## src/rtl/monitor_report_collector.sv

```systemverilog
// Timestamped capture FIFO for the LTL monitor cluster report vector.
// Keeps sticky hit/overflow status and a saturating drop counter.
module monitor_report_collector #(
  parameter int DEPTH = 8,
  parameter int TS_W  = 24
) (
  input  logic                     clk,
  input  logic                     reset,
  input  logic                     run,
  input  logic [9:0]               ltl_hits,
  input  logic                     clear,
  input  logic                     out_ready,
  output logic                     out_valid,
  output logic [TS_W+9:0]          out_data,
  output logic [$clog2(DEPTH):0]   count,
  output logic [9:0]               sticky_hits,
  output logic                     overflow,
  output logic [7:0]               drop_cnt
);

  localparam int AW = $clog2(DEPTH);
  localparam int CW = AW + 1;
  localparam int DW = TS_W + 10;
  localparam logic [CW-1:0] FULL = CW'(DEPTH);

  logic [TS_W-1:0] ts;
  logic [DW-1:0]   mem [DEPTH];
  logic [AW-1:0]   wptr;
  logic [AW-1:0]   rptr;
  logic            capture;
  logic            pop;
  logic            push;
  logic            drop;
  logic [7:0]      drop_base;

  assign capture   = run && (ltl_hits != '0);
  assign out_valid = (count != '0);
  assign pop       = out_valid && out_ready;
  // A full FIFO still takes a record when the head leaves this cycle.
  assign push      = capture && ((count != FULL) || pop);
  assign drop      = capture && !push;
  assign out_data  = out_valid ? mem[rptr] : '0;
  assign drop_base = clear ? 8'd0 : drop_cnt;

  always_ff @(posedge clk) begin
    if (push) begin
      mem[wptr] <= {ts, ltl_hits};
    end
  end

  always_ff @(posedge clk) begin
    if (!reset) begin
      ts    <= '0;
      wptr  <= '0;
      rptr  <= '0;
      count <= '0;
    end else begin
      if (run) begin
        ts <= ts + TS_W'(1);
      end
      if (push) begin
        wptr <= wptr + AW'(1);
      end
      if (pop) begin
        rptr <= rptr + AW'(1);
      end
      unique case ({push, pop})
        2'b10:   count <= count + CW'(1);
        2'b01:   count <= count - CW'(1);
        default: count <= count;
      endcase
    end
  end

  // Clear takes effect before the same-cycle capture or drop.
  always_ff @(posedge clk) begin
    if (!reset) begin
      sticky_hits <= '0;
      overflow    <= 1'b0;
      drop_cnt    <= '0;
    end else begin
      sticky_hits <= (clear ? 10'd0 : sticky_hits)
                   | (capture ? ltl_hits : 10'd0);
      overflow    <= (clear ? 1'b0 : overflow) | drop;
      if (drop && (drop_base != 8'hFF)) begin
        drop_cnt <= drop_base + 8'd1;
      end else begin
        drop_cnt <= drop_base;
      end
    end
  end

endmodule

```

## config.mk

```make
export PLATFORM = sky130hd
export DESIGN_NAME = monitor_report_collector
export DESIGN_NICKNAME = d
export VERILOG_FILES = /design/src/rtl/monitor_report_collector.sv
export SDC_FILE = /design/constraint.sdc
export NUM_CORES = 1
export LEC_CHECK = 0
export ABC_AREA = 1
export BUFFER_PORTS_ARGS = -buffer_cell sky130_fd_sc_hd__clkbuf_2
export CORE_MARGIN = 2
export CORE_UTILIZATION = 43
export CTS_CLUSTER_DIAMETER = 200
export DETAILED_ROUTE_END_ITERATION = 6
export PLACE_DENSITY_LB_ADDON = 0.3
export SYNTH_ARGS = -nofsm -noshare
export SYNTH_HDL_FRONTEND = slang
export SYNTH_SLANG_ARGS = --single-unit
export TNS_END_PERCENT = 5
```

## constraint.sdc

```tcl
create_clock -name clk -period 3.65 [get_ports clk]
set_input_delay 0.365 -clock clk [delete_from_list [all_inputs] [get_ports clk]]
set_output_delay 0.365 -clock clk [all_outputs]
set_load 0.03 [all_outputs]
```

==> results by stage <==
Yosys:
- The post-synthesis sequential area ratio is 0.697.
- The compound-cell area share of the yosys netlist is 0.109.
- The area share of the largest cell type after synthesis is 0.613.
- The number of different library cells used by synthesis comes to 36.
- A synthesized cell averages 11.4 um2.
- The number of enable-type register cells in the synthesized netlist is 272.
- Ranked by total cell area, the synthesized netlist is headed by sky130_fd_sc_hd__edfxtp_1 61%, sky130_fd_sc_hd__nor2_1 9.2%, sky130_fd_sc_hd__dfxtp_1 8.4%.
- In the synthesized netlist the async set-or-reset flop fraction comes to 0.
- The register bit total from synthesis is 328.
- The largest total area in the synthesized netlist belongs to sky130_fd_sc_hd__edfxtp_1.
- The net count of the mapped netlist is 1188.
- Of the total synthesized cell area, the portion taken by full adders, half adders and majority gates is 0.00713.
- Of the total synthesized cell area, the portion taken by AND, OR, NAND and NOR gates is 0.142.
- Of the total synthesized cell area, the portion taken by XOR and XNOR cells is 0.00460.
- The Yosys step of the flow raised 0 warnings.
- Synthesis produced 1166 cells.
- The dominant register cell in the synthesized netlist is sky130_fd_sc_hd__edfxtp_1.
- The main combinational cell family by area after synthesis is simple AND/OR/NAND/NOR gates.
- The mapped netlist covers 13300 um2.
- The share of synthesized area spent on multiplexers is 0.

STA:
- The final total negative setup slack is 0 ns.
- The max-slew violation count is 0.
- The transition time at the pin with the least slew margin is 0.875 ns.
- Clock skew on the completed layout was measured at 0.00832 ns.
- The final hold violation count is 0.
- The maximum clock frequency is 335 MHz.
- The final critical delay including setup and external delays is 2.99 ns.
- Dividing the final minimum period by the clock period gives 0.819.
- Setup repair after global routing left no endpoint under its margin.
- Setup violations remaining at the end of the flow were counted as 0.
- The worst slew margin relative to its limit is 0.416.

Status:
- The flow ran to the end, and the final reports show no timing, DRC or antenna violations.

Placed design:
- The HPWL reported at the end of detailed placement is 17400 um.
- Once placement finished, the instance area stood at 14200 um2.
- The placer congestion estimate is 0.780.
- The number of port buffers is 72.
- Once placement completed, the tool counted placed cells totaling 1594.

Flow run:
- Across the run, the number of max-cap violations was 0.

Final layout:
- The total of fill cells in the finished design is 2666.
- The finished cells cover 15200 um2.
- The number of nets in the final layout is 1253.
- The area growth from synthesis to layout is 14.3%.
- The number of antenna diodes is 0.
- The finished layout holds 1652 standard cells, fillers aside.
- Of the cells placed in the final design, the portion with a size suffix greater than 1 is 0.144.

Route:
- The number of nets with antenna violations after detailed routing is 0.
- The routed length per instance is 18.0 um.
- After detailed routing, the total wire length is 29700 um.
- The via count is 8823.
- The detailed-route vias per instance is 5.34.
- After detailed routing, the number of remaining DRC violations is 0.
- The first TritonRoute pass finished after 5 iterations.
- The initial DRC count is 725.

Floorplan:
- The height of the die is 180 um.
- Pin placement for this block handled 73 I/O pins.
- The core outline area is 30600 um2.
- The floorplan step defined a die boundary enclosing 32400 um2.
- The floorplan die width is 180 um.
- The initialized floorplan defines 64 standard-cell rows.
- For this configuration, the core starts out at a cell density of 0.436.

Critical path:
- Along the worst path, the maximum fanout reaches 63.
- The worst setup path is of the flop to primary output kind.
- On the worst path, the slowest cell contributes a delay of 0.51 ns.
- In this design, the critical path's most frequently occurring cell is sky130_fd_sc_hd__nor2_1.
- In this run the critical register-to-register path is launched from count[0].
- The critical path goes through inv_4 -> buf_4 -> nor2_1 -> o32ai_1 -> nor2_1 -> nor2_1 -> clkbuf_2.
- The largest individual stage delay along the critical path comes from the cell sky130_fd_sc_hd__inv_4.
- For the worst setup path, the data arrival time is 2.62 ns.
- At the worst endpoint, the required time is 3.28 ns.
- STA classifies the critical path startpoint as a flop.
- The type of element capturing the critical path is a primary output.

Clock network:
- Clock-pin slew was measured on the worst setup and hold paths at 0.06 ns.
- In this run the number of H-tree levels came out at 1.
- TritonCTS built the clock tree.
- Post-CTS timing repair inserted 0 buffers for setup.
- The tree is rooted in a sky130_fd_sc_hd__clkbuf_16.
- Clock tree synthesis found a total of 328 sinks.
- For the worst-skew pair, the clock arrives at the later sink with an insertion delay of 0.55 ns.
- Hold repair after CTS inserted 0 buffers.
- The clock passes through at most 3 buffers.
- Clock tree synthesis inserted a total of 31 buffers.
- The post-cts repair resize count is 0.

Global routing:
- The aggregate global-route resource usage is 0.181.
- Entering global routing, the biggest net connects 77 pins.
- Summed over all layers, the global routing overflow is 0.
- The wire length of the first global-routing pass is 47000 um.
- The via count of the first global-routing pass came to 8674.
- The initial antenna violation count is 0.

Power:
- For this design the static power due to leakage is 5.45 nW.
- IR analysis of the VDD net gives a maximum drop of 0.000326 V.
- In this run the power density over the cells is 623 nW/um2.

Worst hold path:
- The launch instance of the worst min-delay path is ltl_hits[4].
- The kind of path behind the tightest hold check is input pin to flop.
[flip-flops by register name (all words and copies together), names as in the netlist, named ones only]
signal and cells:
mem 272, ts 24, overflow 1, drop_cnt 8
sticky_hits 10, rptr 3, wptr 3, count 4
[routing by layer]
metal	up-vias	track usage	share of wire
li1	4259	-	-
met1	4255	0.237	0.43
met2	235	0.302	0.48
met3	74	0.0301	0.056
met4	0	0.0732	0.035
met5	-	0	0
[cells in the mapped netlist, types with 6 or more instances]
library cell / count
sky130_fd_sc_hd__a21oi_1: 36
sky130_fd_sc_hd__buf_2: 18
sky130_fd_sc_hd__buf_4: 6
sky130_fd_sc_hd__clkbuf_1: 31
sky130_fd_sc_hd__dfxtp_1: 56
sky130_fd_sc_hd__edfxtp_1: 272
sky130_fd_sc_hd__ha_1: 6
sky130_fd_sc_hd__inv_1: 54
sky130_fd_sc_hd__inv_2: 7
sky130_fd_sc_hd__nand2_1: 88
sky130_fd_sc_hd__nand3_1: 21
sky130_fd_sc_hd__nand4_1: 6
sky130_fd_sc_hd__nor2_1: 325
sky130_fd_sc_hd__nor2_2: 7
sky130_fd_sc_hd__o21ai_0: 119
sky130_fd_sc_hd__o21ai_1: 6
sky130_fd_sc_hd__o32ai_1: 68
[through the flow]
step	util	hold WS (ns)	worst slack (ns)	total power, mW
floorplan	-	0.448	0.520	5.80
global placement	0.464	0.452	1.06	6.39
detailed placement	0.464	0.457	1.01	6.42
global route	0.498	0.136	0.478	9.96
CTS	0.498	0.114	0.631	9.59
finish	0.498	0.133	0.662	9.49
[power by group]
part / switching, mW / total [mW] / internal, mW / leakage [nW]
combinational: 1.50 / 2.10 / 0.604 / 1.93
sequential: 0.0741 / 4.22 / 4.14 / 3.01
clock: 1.32 / 3.18 / 1.85 / 0.502
[worst max-delay path: cells and delay by family (launching register included)]
family,cells,cell delay (ns)
AO/OA/AOI/OAI,1,0.24
buffers and inverters,3,1.11
flip-flops,1,0.35
AND/OR/NAND/NOR,3,0.35
[layout make-up]
cell class | count | area [um2] | area share
clock buffers | 45 | 941 | 0.0617
clock inverters | 13 | 95.1 | 0.00624
inverters | 62 | 235 | 0.0154
multi-input cells | 714 | 3560 | 0.234
flip-flops and latches | 328 | 9300 | 0.610
well taps | 396 | 495 | 0.0325
repair buffers | 94 | 613 | 0.0402
[cells in the final DEF (no fill, tap or decap), types with 9 or more instances in the layout]
master / count
sky130_fd_sc_hd__nor2_1: 317
sky130_fd_sc_hd__clkbuf_2: 72
sky130_fd_sc_hd__clkbuf_16: 33
sky130_fd_sc_hd__edfxtp_1: 272
sky130_fd_sc_hd__nor2_4: 9
sky130_fd_sc_hd__inv_1: 54
sky130_fd_sc_hd__o21ai_0: 119
sky130_fd_sc_hd__a21oi_1: 36
sky130_fd_sc_hd__buf_4: 15
sky130_fd_sc_hd__dfxtp_1: 54
sky130_fd_sc_hd__nand2_1: 88
sky130_fd_sc_hd__nand3_1: 21
sky130_fd_sc_hd__o32ai_1: 68
[worst paths after layout]
kind                               endpoint  slack, ns  cells past startpoint
worst max register to register   mem[6][31]       1.24                      7
worst min register to register     overflow       0.47                      2
worst max-delay path            out_data[9]       0.66                      7
worst min-delay path              mem[3][4]       0.13                      1
[logic make-up (layout without fill, tap and decap cells)]
| logic type | Yosys count | after routing |
|---|---|---|
| XOR/XNOR | 7 | 7 |
| AO/OA/AOI/OAI | 234 | 234 |
| flip-flops | 328 | 328 |
| buffers and inverters | 124 | 214 |
| AND/OR/NAND/NOR | 466 | 466 |
| adder cells (fa/ha/maj) | 7 | 7 |
No activity file was read; power rests on OpenSTA's default activity.
